===== src/rtl/ibm_src_arb.sv =====
// ibm_src_arb: packet-granular round-robin arbiter that merges the port and CPU
// FWFT FIFO pairs into the single data/valid stream consumed by ibm.
module ibm_src_arb #(
    parameter logic [5:0] MIN_FREE = 6'd2
) (
    input  logic         clk,
    input  logic         rst_n,
    input  logic [133:0] in_port_data,
    input  logic         in_port_data_empty,
    output logic         out_port_data_rd,
    input  logic         in_port_valid,
    input  logic         in_port_valid_empty,
    output logic         out_port_valid_rd,
    input  logic [133:0] in_cpu_data,
    input  logic         in_cpu_data_empty,
    output logic         out_cpu_data_rd,
    input  logic         in_cpu_valid,
    input  logic         in_cpu_valid_empty,
    output logic         out_cpu_valid_rd,
    input  logic [1:0]   in_arb_en,
    input  logic [5:0]   in_arb_free_count,
    output logic [133:0] out_arb_data,
    output logic         out_arb_data_wr,
    output logic         out_arb_valid,
    output logic         out_arb_valid_wr,
    output logic [15:0]  out_port_pkt_cnt,
    output logic [15:0]  out_cpu_pkt_cnt
);

    typedef enum logic [1:0] {
        IDLE    = 2'd0,
        RD_PORT = 2'd1,
        RD_CPU  = 2'd2,
        GAP     = 2'd3
    } state_t;

    localparam logic SRC_PORT = 1'b0;
    localparam logic SRC_CPU  = 1'b1;

    state_t       r_state;
    state_t       w_state_nxt;
    logic         r_last_grant;
    logic         w_last_grant_nxt;
    logic         w_req_port;
    logic         w_req_cpu;
    logic         w_free_ok;
    logic         w_pop;
    logic         w_tail;
    logic [133:0] w_word;
    logic         w_word_valid;

    logic [133:0] r_data;
    logic         r_data_wr;
    logic         r_valid;
    logic         r_valid_wr;
    logic [15:0]  r_port_cnt;
    logic [15:0]  r_cpu_cnt;

    assign w_req_port = ~in_port_valid_empty & in_arb_en[0];
    assign w_req_cpu  = ~in_cpu_valid_empty & in_arb_en[1];
    assign w_free_ok  = (in_arb_free_count >= MIN_FREE);

    // Next state, grant choice and combinational FIFO read strobes
    always_comb begin
        w_state_nxt       = r_state;
        w_last_grant_nxt  = r_last_grant;
        out_port_data_rd  = 1'b0;
        out_port_valid_rd = 1'b0;
        out_cpu_data_rd   = 1'b0;
        out_cpu_valid_rd  = 1'b0;
        w_pop             = 1'b0;
        w_tail            = 1'b0;
        w_word            = 134'd0;
        w_word_valid      = 1'b0;
        case (r_state)
            IDLE: begin
                // A lone requester wins; on contention the one not served last wins.
                if (w_free_ok && w_req_port && (!w_req_cpu || r_last_grant == SRC_CPU)) begin
                    w_state_nxt      = RD_PORT;
                    w_last_grant_nxt = SRC_PORT;
                end else if (w_free_ok && w_req_cpu) begin
                    w_state_nxt      = RD_CPU;
                    w_last_grant_nxt = SRC_CPU;
                end else begin
                    w_state_nxt = IDLE;
                end
            end
            RD_PORT: begin
                out_port_data_rd = ~in_port_data_empty;
                w_pop            = ~in_port_data_empty;
                w_word           = in_port_data;
                w_word_valid     = in_port_valid;
                if (!in_port_data_empty && in_port_data[133:132] == 2'b10) begin
                    w_tail            = 1'b1;
                    out_port_valid_rd = 1'b1;
                    w_state_nxt       = GAP;
                end else begin
                    w_state_nxt = RD_PORT;
                end
            end
            RD_CPU: begin
                out_cpu_data_rd = ~in_cpu_data_empty;
                w_pop           = ~in_cpu_data_empty;
                w_word          = in_cpu_data;
                w_word_valid    = in_cpu_valid;
                if (!in_cpu_data_empty && in_cpu_data[133:132] == 2'b10) begin
                    w_tail           = 1'b1;
                    out_cpu_valid_rd = 1'b1;
                    w_state_nxt      = GAP;
                end else begin
                    w_state_nxt = RD_CPU;
                end
            end
            GAP: begin
                w_state_nxt = IDLE;
            end
            default: begin
                w_state_nxt = IDLE;
            end
        endcase
    end

    // State, grant history, registered output stage and packet counters
    always_ff @(posedge clk or negedge rst_n) begin
        if (!rst_n) begin
            r_state      <= IDLE;
            r_last_grant <= SRC_CPU;
            r_data       <= 134'd0;
            r_data_wr    <= 1'b0;
            r_valid      <= 1'b0;
            r_valid_wr   <= 1'b0;
            r_port_cnt   <= 16'd0;
            r_cpu_cnt    <= 16'd0;
        end else begin
            r_state      <= w_state_nxt;
            r_last_grant <= w_last_grant_nxt;
            r_data       <= w_pop ? w_word : 134'd0;
            r_data_wr    <= w_pop;
            r_valid      <= w_tail ? w_word_valid : 1'b0;
            r_valid_wr   <= w_tail;
            if (w_tail && r_state == RD_PORT) begin
                r_port_cnt <= r_port_cnt + 16'd1;
            end
            if (w_tail && r_state == RD_CPU) begin
                r_cpu_cnt <= r_cpu_cnt + 16'd1;
            end
        end
    end

    assign out_arb_data     = r_data;
    assign out_arb_data_wr  = r_data_wr;
    assign out_arb_valid    = r_valid;
    assign out_arb_valid_wr = r_valid_wr;
    assign out_port_pkt_cnt = r_port_cnt;
    assign out_cpu_pkt_cnt  = r_cpu_cnt;

endmodule


===== config.mk =====
export PLATFORM = sky130hd
export DESIGN_NAME = ibm_src_arb
export DESIGN_NICKNAME = d
export VERILOG_FILES = /design/src/rtl/ibm_src_arb.sv
export SDC_FILE = /design/constraint.sdc
export NUM_CORES = 1
export LEC_CHECK = 0
export ABC_AREA = 1
export BUFFER_PORTS_ARGS = -buffer_cell sky130_fd_sc_hd__buf_4
export CAP_MARGIN = 20
export CORE_AREA = 2 2 177 179
export DETAILED_ROUTE_END_ITERATION = 10
export DIE_AREA = 0 0 179 181
export MAX_ROUTING_LAYER = met4
export SLEW_MARGIN = 25
export SYNTH_ARGS = -nofsm -noshare
export SYNTH_HDL_FRONTEND = slang
export SYNTH_SLANG_ARGS = --single-unit

===== constraint.sdc =====
create_clock -name clk -period 2 [get_ports clk]
set_input_delay 0.2 -clock clk [delete_from_list [all_inputs] [get_ports clk]]
set_output_delay 0.2 -clock clk [all_outputs]
set_load 0.05 [all_outputs]

# Word-level counts from Yosys, hierarchy flattened
# Cells that the tools add are included.
# classes
add_sub_neg	2
reduce_logical	14
shift	0
multipliers	0
bitwise_logic	6
div	0
mux	19
magnitude_cmp	1
eq_ne	5
# ops
op	n
$pmux W134 S2	1
$mux W134	1
$add A16 B1 Y16 const B	2
$mux W1	10
$eq A2 B2 Y1 const B	4
$pmux W2 S4	1
$logic_and A1 B1 Y1	7
$ge A6 B2 Y1 const B	1
$mux W2	3
$pmux W1 S2	3
$not A1 Y1	4
$logic_not A1 Y1	3
$and A1 B1 Y1	2
$eq A2 B1 Y1 const B	1
$logic_not A2 Y1	1
$reduce_and A2 Y1	1
$reduce_bool A2 Y1	1
$logic_or A1 B1 Y1	1
# word_totals
n_memories	0
ramBits	0
latch_bits	0
mem_bits_ro	0
ff_bits	172
out_inout_bits	173
wordCells	55
inputBits	284

# Depth between registers and ports, before layout
# Gate-level depths: netlist of run 1.
# depth
ltp_word	7
ltp_mapped	9
ltp_nobuf	8

# Worst setup path before layout of run 1
# Ideal clock, no wire load.
# synth_timing
path_kind	register -> register
from	register r_cpu_cnt[0] (netlist: out_cpu_pkt_cnt[0])
to	register r_cpu_cnt[10] (netlist: out_cpu_pkt_cnt[10])
setup_time_ns	0.118
period_less_slack_ns	1.734
stages_incl_launch_ff	9
arrival_ns	1.616
setup_slack_ns	0.266
path_cell_list	dfrtp_1 ha_1 inv_1 nor2_1 nand2_1 o21ai_0 nand2_1 nand2_1 nand2_1
# synth_between
elab_chain_cells	1
# synth_lines
item	line_no	rtl
from (decl)	57	logic [15:0] r_cpu_cnt;
from (signal assigned)	145	r_cpu_cnt <= r_cpu_cnt + 16'd1;
$add A16 B1 Y16	145	
# Every way passes these cells.
# A chain may end at the register's enable or synchronous reset.

# Final worst setup path of run 1
# layout_timing
from	register r_state[0]
to	register r_cpu_cnt[0] (netlist: out_cpu_pkt_cnt[0])
# layout_between
elab_chain_cells	3
word_cells_on_any_way	4
cone_classes	eq/ne (2); mux (1); reduce/logical (1)
# layout_lines
item	line_no	rtl
from (decl)	40	state_t r_state;
from (signal assigned)	135	r_state <= w_state_nxt;
$eq A2 B2 Y1 / $eq A2 B1 Y1 (equally long branches)	75, 144	
$pmux W1 S2	75	case (r_state)
$logic_and A1 B1 Y1 (*)	144	if (w_tail && r_state == RD_CPU) begin
# Mark *: on every way between the ends. The rest lies on a longest branch, timed or not.

==> impl_metrics.toml, run 1 <==
[power_and_ir_drop]
power_mw = 11.1
irDropWorstVdd_uv = 738
powerDensity_mw_per_mm2 = 878
p_leak_nw = 6.28

[yosys]
synthesis.nets = 1200
muxShareOfSynthArea_pct = 0
ys_seq_area_share_pct = 57.0
synth_area_mm2 = 0.00755
ys_types = 23
yosys.area_share.simple_pct = 24.7
synth-xor-area-share_pct = 1.86
syn_avg_cell_area_um2 = 8.30
synth_fa_ha_area_share_pct = 0.994
synth-seq-cells = 172
synthCells = 910
synth_compound_area_share_pct = 10.4
synth_top_family_by_area = "simple AND/OR/NAND/NOR gates"
ys_warn_count = 0

[clocking]
path_clk_slew_ns = 0.08
clock_latency_ns = 0.43
cts_buffer_depth = 2
ctsHtreeMaxLevel = 4
cts_tree = "built"
cts_made_buffers = 17
clkSinkCount = 172
clock-root-buffer = "clkbuf_16"

[sta]
tns_ns = 0
fin_skew_ns = 0.00899
slew_violations = 0
fmax_mhz = 553
tightest_slew_ns = 0.699
setup_viol = 0
slew_headroom_pct = 53.4
finalCritPeriodShare_pct = 90.4
layout_setup_ws_ns = 0.191
min_period_ns = 1.81
hold_violations = 0
whs_ns = 0.0199
rsz0062_at_grt = "false"

[final_layout]
layout.cells.non_filler = 1814
regArea_mm2 = 0.00431
fin_nets = 1695
diodes = 0
area_delta_synth_final_pct = 67.2
final_core_util_pct = 41.6
fin_area_mm2 = 0.0126
drive_gt1_share_pct = 36.2
n_fill_cell = 2990
multi_input_area_mm2 = 0.00290

[floorplan]
die_area_mm2 = 0.0324
core_mm2 = 0.0303
fp.dieW_um = 179
die_h_um = 181
io_pins = 457
initial_utilization_pct = 24.9
rows = 64

[global_routing]
grt_max_degree = 103
grt_use_total_pct = 17.1
grt_pass1_vias = 7918
antenna_found_initial = 0
grt_overflow = 0
grt_pass1_wl_mm = 42.0

[routing]
ant_nets = 0
wirelength_mm = 27.4
wire_per_inst_um = 15.1
drtIter0Drc = 375
drt_drc_violations_left = 0
via_per_inst = 4.39
firstDrtPassIters = 5
via_count = 7964

[critical_path]
path_max_fanout = 102
worst_setup_path_start_kind = "register"
cp.arrival_ns = 2.12
worstSetupPathType = "reg -> reg"
cp.required_ns = 2.31
end_kind = "register"

[hold_path]
hp-class = "in -> reg"

[job]
cap_viol_max_count = 0

[place]
placed_area_mm2 = 0.0114
hpwl_mm = 20.0
dp_slack_ns = 0.0940
gp_congestion = 0.851
place.port_buffers = 455
placed_cells = 1726

[outcome]
status = "complete, no violations"
==> what timing repair did <==
item                                    4_1_cts  5_1_grt
gates resized for setup                       0        1
buffers inserted                              0        0
endpoints found under the setup margin        0        1
hold buffers                                 56        0
endpoints found under the hold margin       219        0
==> Yosys cell counts, drive strengths merged <==
master | n | area share (%)
inv | 34 | 1.7
clkbuf | 14 | 0.70
o21ai | 21 | 1.4
dfrtp | 171 | 57
ha | 6 | 0.99
nor2 | 38 | 1.9
o22ai | 1 | 0.17
dfstp | 1 | 0.35
xnor2 | 12 | 1.4
clkinv | 2 | 0.13
a21oi | 134 | 8.9
xor2 | 4 | 0.46
buf | 34 | 2.5
nand3 | 20 | 1.7
nand2 | 408 | 20
nand4 | 10 | 0.83
==> worst paths after layout <==
kind / startpoint / endpoint / slack, ns / depth (start not counted)
max in group asynchronous: rst_n / out_arb_data[129] / 1.15 / 3
hold / removal: in_port_data[79] / out_arb_data[79] / 0.02 / 3
setup reg to reg: r_state[0] / out_cpu_pkt_cnt[0] / 0.19 / 6
min in group asynchronous: rst_n / out_port_pkt_cnt[7] / 0.34 / 3
setup / recovery: r_state[0] / out_cpu_pkt_cnt[0] / 0.19 / 6
hold reg to reg: out_port_pkt_cnt[15] / out_port_pkt_cnt[15] / 0.55 / 2
==> state kept, by name, indices dropped and copies added, names as in the netlist <==
| name | flops |
|---|---|
| out_arb_data | 134 |
| out_arb_data_wr | 1 |
| out_arb_valid | 1 |
| out_arb_valid_wr | 1 |
| out_cpu_pkt_cnt | 16 |
| out_port_pkt_cnt | 16 |
| r_last_grant | 1 |
| r_state | 2 |
==> power breakdown <==
group / leakage, nW / internal [mW] / total (mW) / switching, mW
logic: 3.63 / 1.21 / 3.59 / 2.37
clock network: 0.301 / 2.04 / 3.59 / 1.56
registers: 2.35 / 3.71 / 3.91 / 0.199
total: 6.28 / 6.96 / 11.1 / 4.13
==> kinds of logic (layout without fill, tap and decap cells) <==
| kind of cell | Yosys count | in the layout |
|---|---|---|
| compound gates | 156 | 156 |
| flops | 172 | 172 |
| buf+inv | 84 | 592 |
| xor+xnor | 16 | 16 |
| fa+ha+maj | 6 | 6 |
| simple gates | 476 | 476 |
==> worst max-delay path, stage by stage (launching register included) <==
cell and delay [ns]:
dfrtp_1 0.41, inv_1 0.16, ha_4 0.19, buf_12 0.39, nand3_4 0.12, buf_4 0.22, xor2_1 0.15
==> placed cells by master, fill, tap and decap left out, types with 3 or more instances in the layout <==
| master | instances |
|---|---|
| buf_4 | 460 |
| nand2_1 | 406 |
| dfrtp_1 | 171 |
| a21oi_1 | 134 |
| dlygate4sd3_1 | 56 |
| nor2_1 | 38 |
| inv_1 | 32 |
| o21ai_0 | 20 |
| nand3_1 | 18 |
| clkbuf_16 | 17 |
| xnor2_1 | 12 |
| nand4_1 | 10 |
| buf_12 | 7 |
| xor2_1 | 4 |
| clkinv_2 | 3 |
| ha_1 | 3 |
| bufinv_16 | 3 |
| clkinv_4 | 3 |
| inv_6 | 3 |
==> cell type report <==
| cell class | instances | area share (%) |
|---|---|---|
| flip-flops and latches | 172 | 34.1 |
| repair buffers | 524 | 33.0 |
| multi-input cells | 654 | 23.0 |
| well taps | 396 | 3.92 |
| clock buffers | 18 | 3.48 |
| clock inverters | 14 | 1.47 |
| inverters | 36 | 1.09 |
==> per-layer routing <==
metal	GRT usage, %	wire, um	vias up
li1	-	-	3870
met1	20.2	11000	3731
met2	29.1	13900	332
met3	3.72	1950	31
met4	5.14	512	0
met5	-	0	-
Power figures use the tool's default switching activity.
==> inputs of run 2 (changes only) <==
==> constraint.sdc (replaced) <==
create_clock -name clk -period 2 [get_ports clk]
set_input_delay 0.1 -clock clk [delete_from_list [all_inputs] [get_ports clk]]
set_output_delay 0.1 -clock clk [all_outputs]
set_load 0.05 [all_outputs]
==> run 2 against run 1 <==
Effect of this change: non-clock buffer count increased by 214; hold slack improved by 0.027 ns; core utilization increased by 6.9 points; first-iteration DRC count decreased by 4.5%; power increased by 2.0%; sequential power about the same; clock-buffer cell count increased by 5; cell area increased by 17%; cell count increased by 12%; clock power decreased by 5%; via count increased by 14%; critical path type is now reg -> out; largest power group is now combinational cells.
==> impl_metrics.toml, run 2 (synthesis results as in run 1) <==
[critical_path]
r2r_end = "out_arb_data[86]"
critical_path.slowest_cell = "dfrtp_1"
cp_cell_sequence = "inv_1 -> ha_4 -> inv_2 -> nor2_1 -> buf_4"
worstSetupStartpoint = "r_state[0]"
worst_setup_path_start_kind = "register"
rr_worst_depth = 7
critical_path.max_stage_delay_ns = 0.41
path_max_fanout = 5
cp.depth = 5
r2r_slack_ns = 0.28
reg2reg_from = "r_state[0]"
cp.required_ns = 1.90
end_kind = "output port"
endpoint = "out_cpu_data_rd"
crit_family = "buffers and inverters"
crit_buf_inv = 3
worstSetupPathType = "reg -> out"
cp.arrival_ns = 1.68

[floorplan]
io_pins = 457
initial_utilization_pct = 24.9
rows = 64
core_mm2 = 0.0303
die_area_mm2 = 0.0324
die_h_um = 181
fp.dieW_um = 179

[sta]
slew_headroom_pct = 59.8
fin_skew_ns = 0.0105
whs_ns = 0.0468
slew_violations = 0
hold_violations = 0
layout_setup_ws_ns = 0.222
min_period_ns = 1.78
finalCritPeriodShare_pct = 88.9
rsz0062_at_grt = "false"
tightest_slew_ns = 0.603
setup_viol = 0
tns_ns = 0
fmax_mhz = 563

[place]
hpwl_mm = 20.0
gp_congestion = 0.868
dp_slack_ns = 0.288
place.port_buffers = 455

[final_layout]
diodes = 0
fin_nets = 1909
final_cell_mix = "460 x buf_4, 406 x nand2_1, 271 x dlygate4sd3_1"
final_common_cell = "buf_4"
largest_reg_flops = 134
area_delta_synth_final_pct = 95.0
drive_gt1_share_pct = 31.1

[routing]
wire_per_inst_um = 15.7
drtIter0Drc = 358
wirelength_mm = 31.8
firstDrtPassIters = 6
drt_drc_violations_left = 0
via_per_inst = 4.46
ant_nets = 0
via_count = 9051

[clocking]
path_clk_slew_ns = 0.07
cts_made_buffers = 17
cts_resized = 0
clock-root-buffer = "clkbuf_16"
ctsHtreeMaxLevel = 4
cts_tree = "built"
clkSinkCount = 172
clock_latency_ns = 0.43
cts_buffer_depth = 2

[global_routing]
use_met2_pct = 33.5
use_met3_pct = 4.71
grt_util_met1_pct = 22.4
grt_pass1_wl_mm = 49.0
busiest_layer = "met2"
grt_overflow = 0
grt_max_degree = 104
grt_use_total_pct = 20.0
antenna_found_initial = 0
grt_pass1_vias = 9547

[outcome]
status = "complete, no violations"

[hold_path]
hp-class = "in -> reg"

[power_and_ir_drop]
p_leak_nw = 7.14
irDropWorstVdd_uv = 531
power_mw = 11.3
powerDensity_mw_per_mm2 = 768

[job]
cap_viol_max_count = 0
==> run 2: where the power goes <==
| part | internal [mW] | total (mW) | leakage (nW) | switching, mW |
|---|---|---|---|---|
| sequential | 3.71 | 3.91 | 2.35 | 0.200 |
| clock | 1.95 | 3.41 | 0.272 | 1.46 |
| combinational | 1.47 | 3.99 | 4.51 | 2.52 |
| total | 7.13 | 11.3 | 7.14 | 4.18 |
==> run 2: worst register-to-register path, delay by kind of cell (launching register included) <==
kind,cells,cell delay [ns]
AOI/OAI and AO/OA,2,0.49
and+or+nand+nor,1,0.11
adders and majority gates,1,0.22
DFF,1,0.41
buffers and inverters,3,0.38
==> run 2: worst min path at each step <==
stage	slack (ns)	end	from	cells after the start
floorplan	-0.20	out_arb_data[0]	rst_n	0
global placement	0.13	out_port_pkt_cnt[7]	rst_n	2
detailed placement	0.12	out_port_pkt_cnt[7]	rst_n	2
CTS	0.01	r_last_grant	in_arb_en[1]	5
global route	0.04	r_last_grant	in_arb_en[1]	5
finish	0.05	r_last_grant	in_arb_en[1]	5
==> run 2: area by class of cell <==
class | count | area [um^2]
multi-input cells | 654 | 2900
clock buffers | 23 | 478
inverters | 36 | 138
repair buffers | 738 | 6300
well taps | 396 | 495
fillers | 2678 | 15600
clock inverters | 9 | 111
flip-flops and latches | 172 | 4310
==> run 2: metrics by stage <==
stage / cells / util, % / instance area, um^2
4_1_cts: 2028 / 48.5 / 14700
3_5_place_dp: 1725 / 37.6 / 11400
6_report: 2028 / 48.5 / 14700
2_1_floorplan: 910 / - / 7550
5_1_grt: 2028 / 48.5 / 14700
3_3_place_gp: 1725 / 37.6 / 11400
==> run 2: layer usage <==
layer | vias up | part of all wire [%]
met5 | - | 0
met4 | 0 | 4.0
met3 | 93 | 6.8
met2 | 398 | 50
met1 | 4272 | 39
li1 | 4288 | -
==> run 2: repair_timing <==
item	in CTS	in global routing
endpoints found under the hold margin	306	0
hold buffers	271	0
buffers inserted	0	0
==> inputs of run 3 (changes only) <==
CORE_AREA = 2 2 179 181   (was 2 2 177 179)
DIE_AREA = 0 0 181 183   (was 0 0 179 181)
==> run 3 against run 2 <==
Effect of this change: sequential cell count unchanged; global-route usage decreased by 0.059 points; combinational power up 1%; critical path type unchanged; critical endpoint is now out_port_data_rd; highest routed layer unchanged.
==> impl_metrics.toml, run 3 (synthesis results as in run 1) <==
[outcome]
status = "complete, no violations"

[sta]
setup_viol = 0
tightest_slew_ns = 0.480
min_period_ns = 1.76
rsz0062_at_grt = "false"
tns_ns = 0
hold_violations = 0
slew_headroom_pct = 68.0
fmax_mhz = 569
fin_skew_ns = 0.0104
finalCritPeriodShare_pct = 87.8
slew_violations = 0
whs_ns = 0.0236

[final_layout]
n_fill_cell = 2807
multi_input_area_mm2 = 0.00290
final_core_util_pct = 47.3
final_cell_mix = "464 x buf_4, 406 x nand2_1, 272 x dlygate4sd3_1"
drive_gt1_share_pct = 31.3
area_delta_synth_final_pct = 95.7
largest_reg_flops = 134
regArea_mm2 = 0.00431
final_common_cell = "buf_4"
fin_nets = 1915

[hold_path]
hp-class = "in -> reg"

[place]
gp_congestion = 0.864
hpwl_mm = 21.0
place.port_buffers = 455

[critical_path]
crit_family = "buffers and inverters"
cp_cell_sequence = "inv_1 -> ha_4 -> inv_2 -> nor2_1 -> buf_4"
worst_setup_path_start_kind = "register"
end_kind = "output port"
endpoint = "out_port_data_rd"
cp.depth = 5
r2r_slack_ns = 0.31
cp.required_ns = 1.90
r2r_end = "out_arb_data[131]"
rr_worst_depth = 7
reg2reg_from = "r_state[0]"
critical_path.max_stage_delay_ns = 0.41
worstSetupStartpoint = "r_state[1]"
cp.arrival_ns = 1.66
critical_path.slowest_cell = "dfrtp_1"
path_max_fanout = 6
worstSetupPathType = "reg -> out"
crit_buf_inv = 3

[clocking]
cts_buffer_depth = 2
clkSinkCount = 172
ctsHtreeMaxLevel = 4
cts_setup_buffers = 0
cts_tree = "built"
clock-root-buffer = "clkbuf_16"
path_clk_slew_ns = 0.07
cts_made_buffers = 17
clock_latency_ns = 0.42

[routing]
ant_nets = 0
wirelength_mm = 32.2
via_count = 8978
via_per_inst = 4.40
wire_per_inst_um = 15.8
drtIter0Drc = 434
drt_drc_violations_left = 0
firstDrtPassIters = 4

[global_routing]
grt_overflow = 0
grt_pass1_vias = 9423
grt_use_total_pct = 19.9
grt_max_degree = 69
antenna_found_initial = 0
grt_pass1_wl_mm = 50.2

[power_and_ir_drop]
irDropWorstVdd_uv = 502
p_leak_nw = 7.17
powerDensity_mw_per_mm2 = 764

[floorplan]
core_mm2 = 0.0312
die_area_mm2 = 0.0331
io_pins = 457
fp.dieW_um = 181
rows = 65
die_h_um = 183
initial_utilization_pct = 24.2

[job]
cap_viol_max_count = 0
run 3: power by group:
part	internal, mW	switching, mW
Sequential	3.71	0.211
Combinational	1.50	2.54
Clock	1.87	1.46
run 3: worst min-delay path by stage:
stage / slack [ns] / from / depth (start not counted) / endpoint
2_1_floorplan: -0.20 / rst_n / 0 / out_arb_data[0]
3_3_place_gp: 0.12 / rst_n / 1 / out_port_pkt_cnt[15]
3_5_place_dp: 0.12 / rst_n / 1 / out_port_pkt_cnt[15]
4_1_cts: 0.002 / in_cpu_valid_empty / 4 / r_state[1]
5_1_grt: 0.06 / in_cpu_valid_empty / 4 / r_state[1]
6_report: 0.02 / in_cpu_valid_empty / 4 / r_state[1]
run 3: tightest hold or removal path, cell delays in order:
cell,delay (ns)
buf_4,0.08
inv_1,0.04
nand3_1,0.09
o21ai_0,0.10
run 3: cell type report:
type,count,share of cell area [%]
tap,402,3.40
timing repair buffer,744,43.0
clock inverter,10,0.804
multi-input combinational,654,19.6
inverter,36,0.931
sequential,172,29.1
clock buffer,21,3.05
antenna,1,0.0169
run 3: metal layers:
metal,track usage (%),part of all wire (%),vias up
met3,4.47,7.0,69
li1,-,-,4304
met1,22.4,39,4207
met5,-,0,-
met2,34.6,51,398
met4,7.67,3.1,0
run 3: what timing repair did:
item	in CTS	in global routing
endpoints found under the hold margin	184	0
hold buffers	272	0
gates resized for setup	0	0
run 3: through the flow:
step / power [mW] / std cells / setup slack, ns / instance area [um^2]
finish: 11.3 / 2040 / 0.244 / 14800
global route: 11.9 / 2039 / 0.120 / 14800
CTS: 11.4 / 2039 / 0.205 / 14800
detailed placement: 7.54 / 1736 / 0.260 / 11500
global placement: 7.49 / 1736 / 0.327 / 11500
floorplan: 6.08 / 910 / 0.266 / 7550
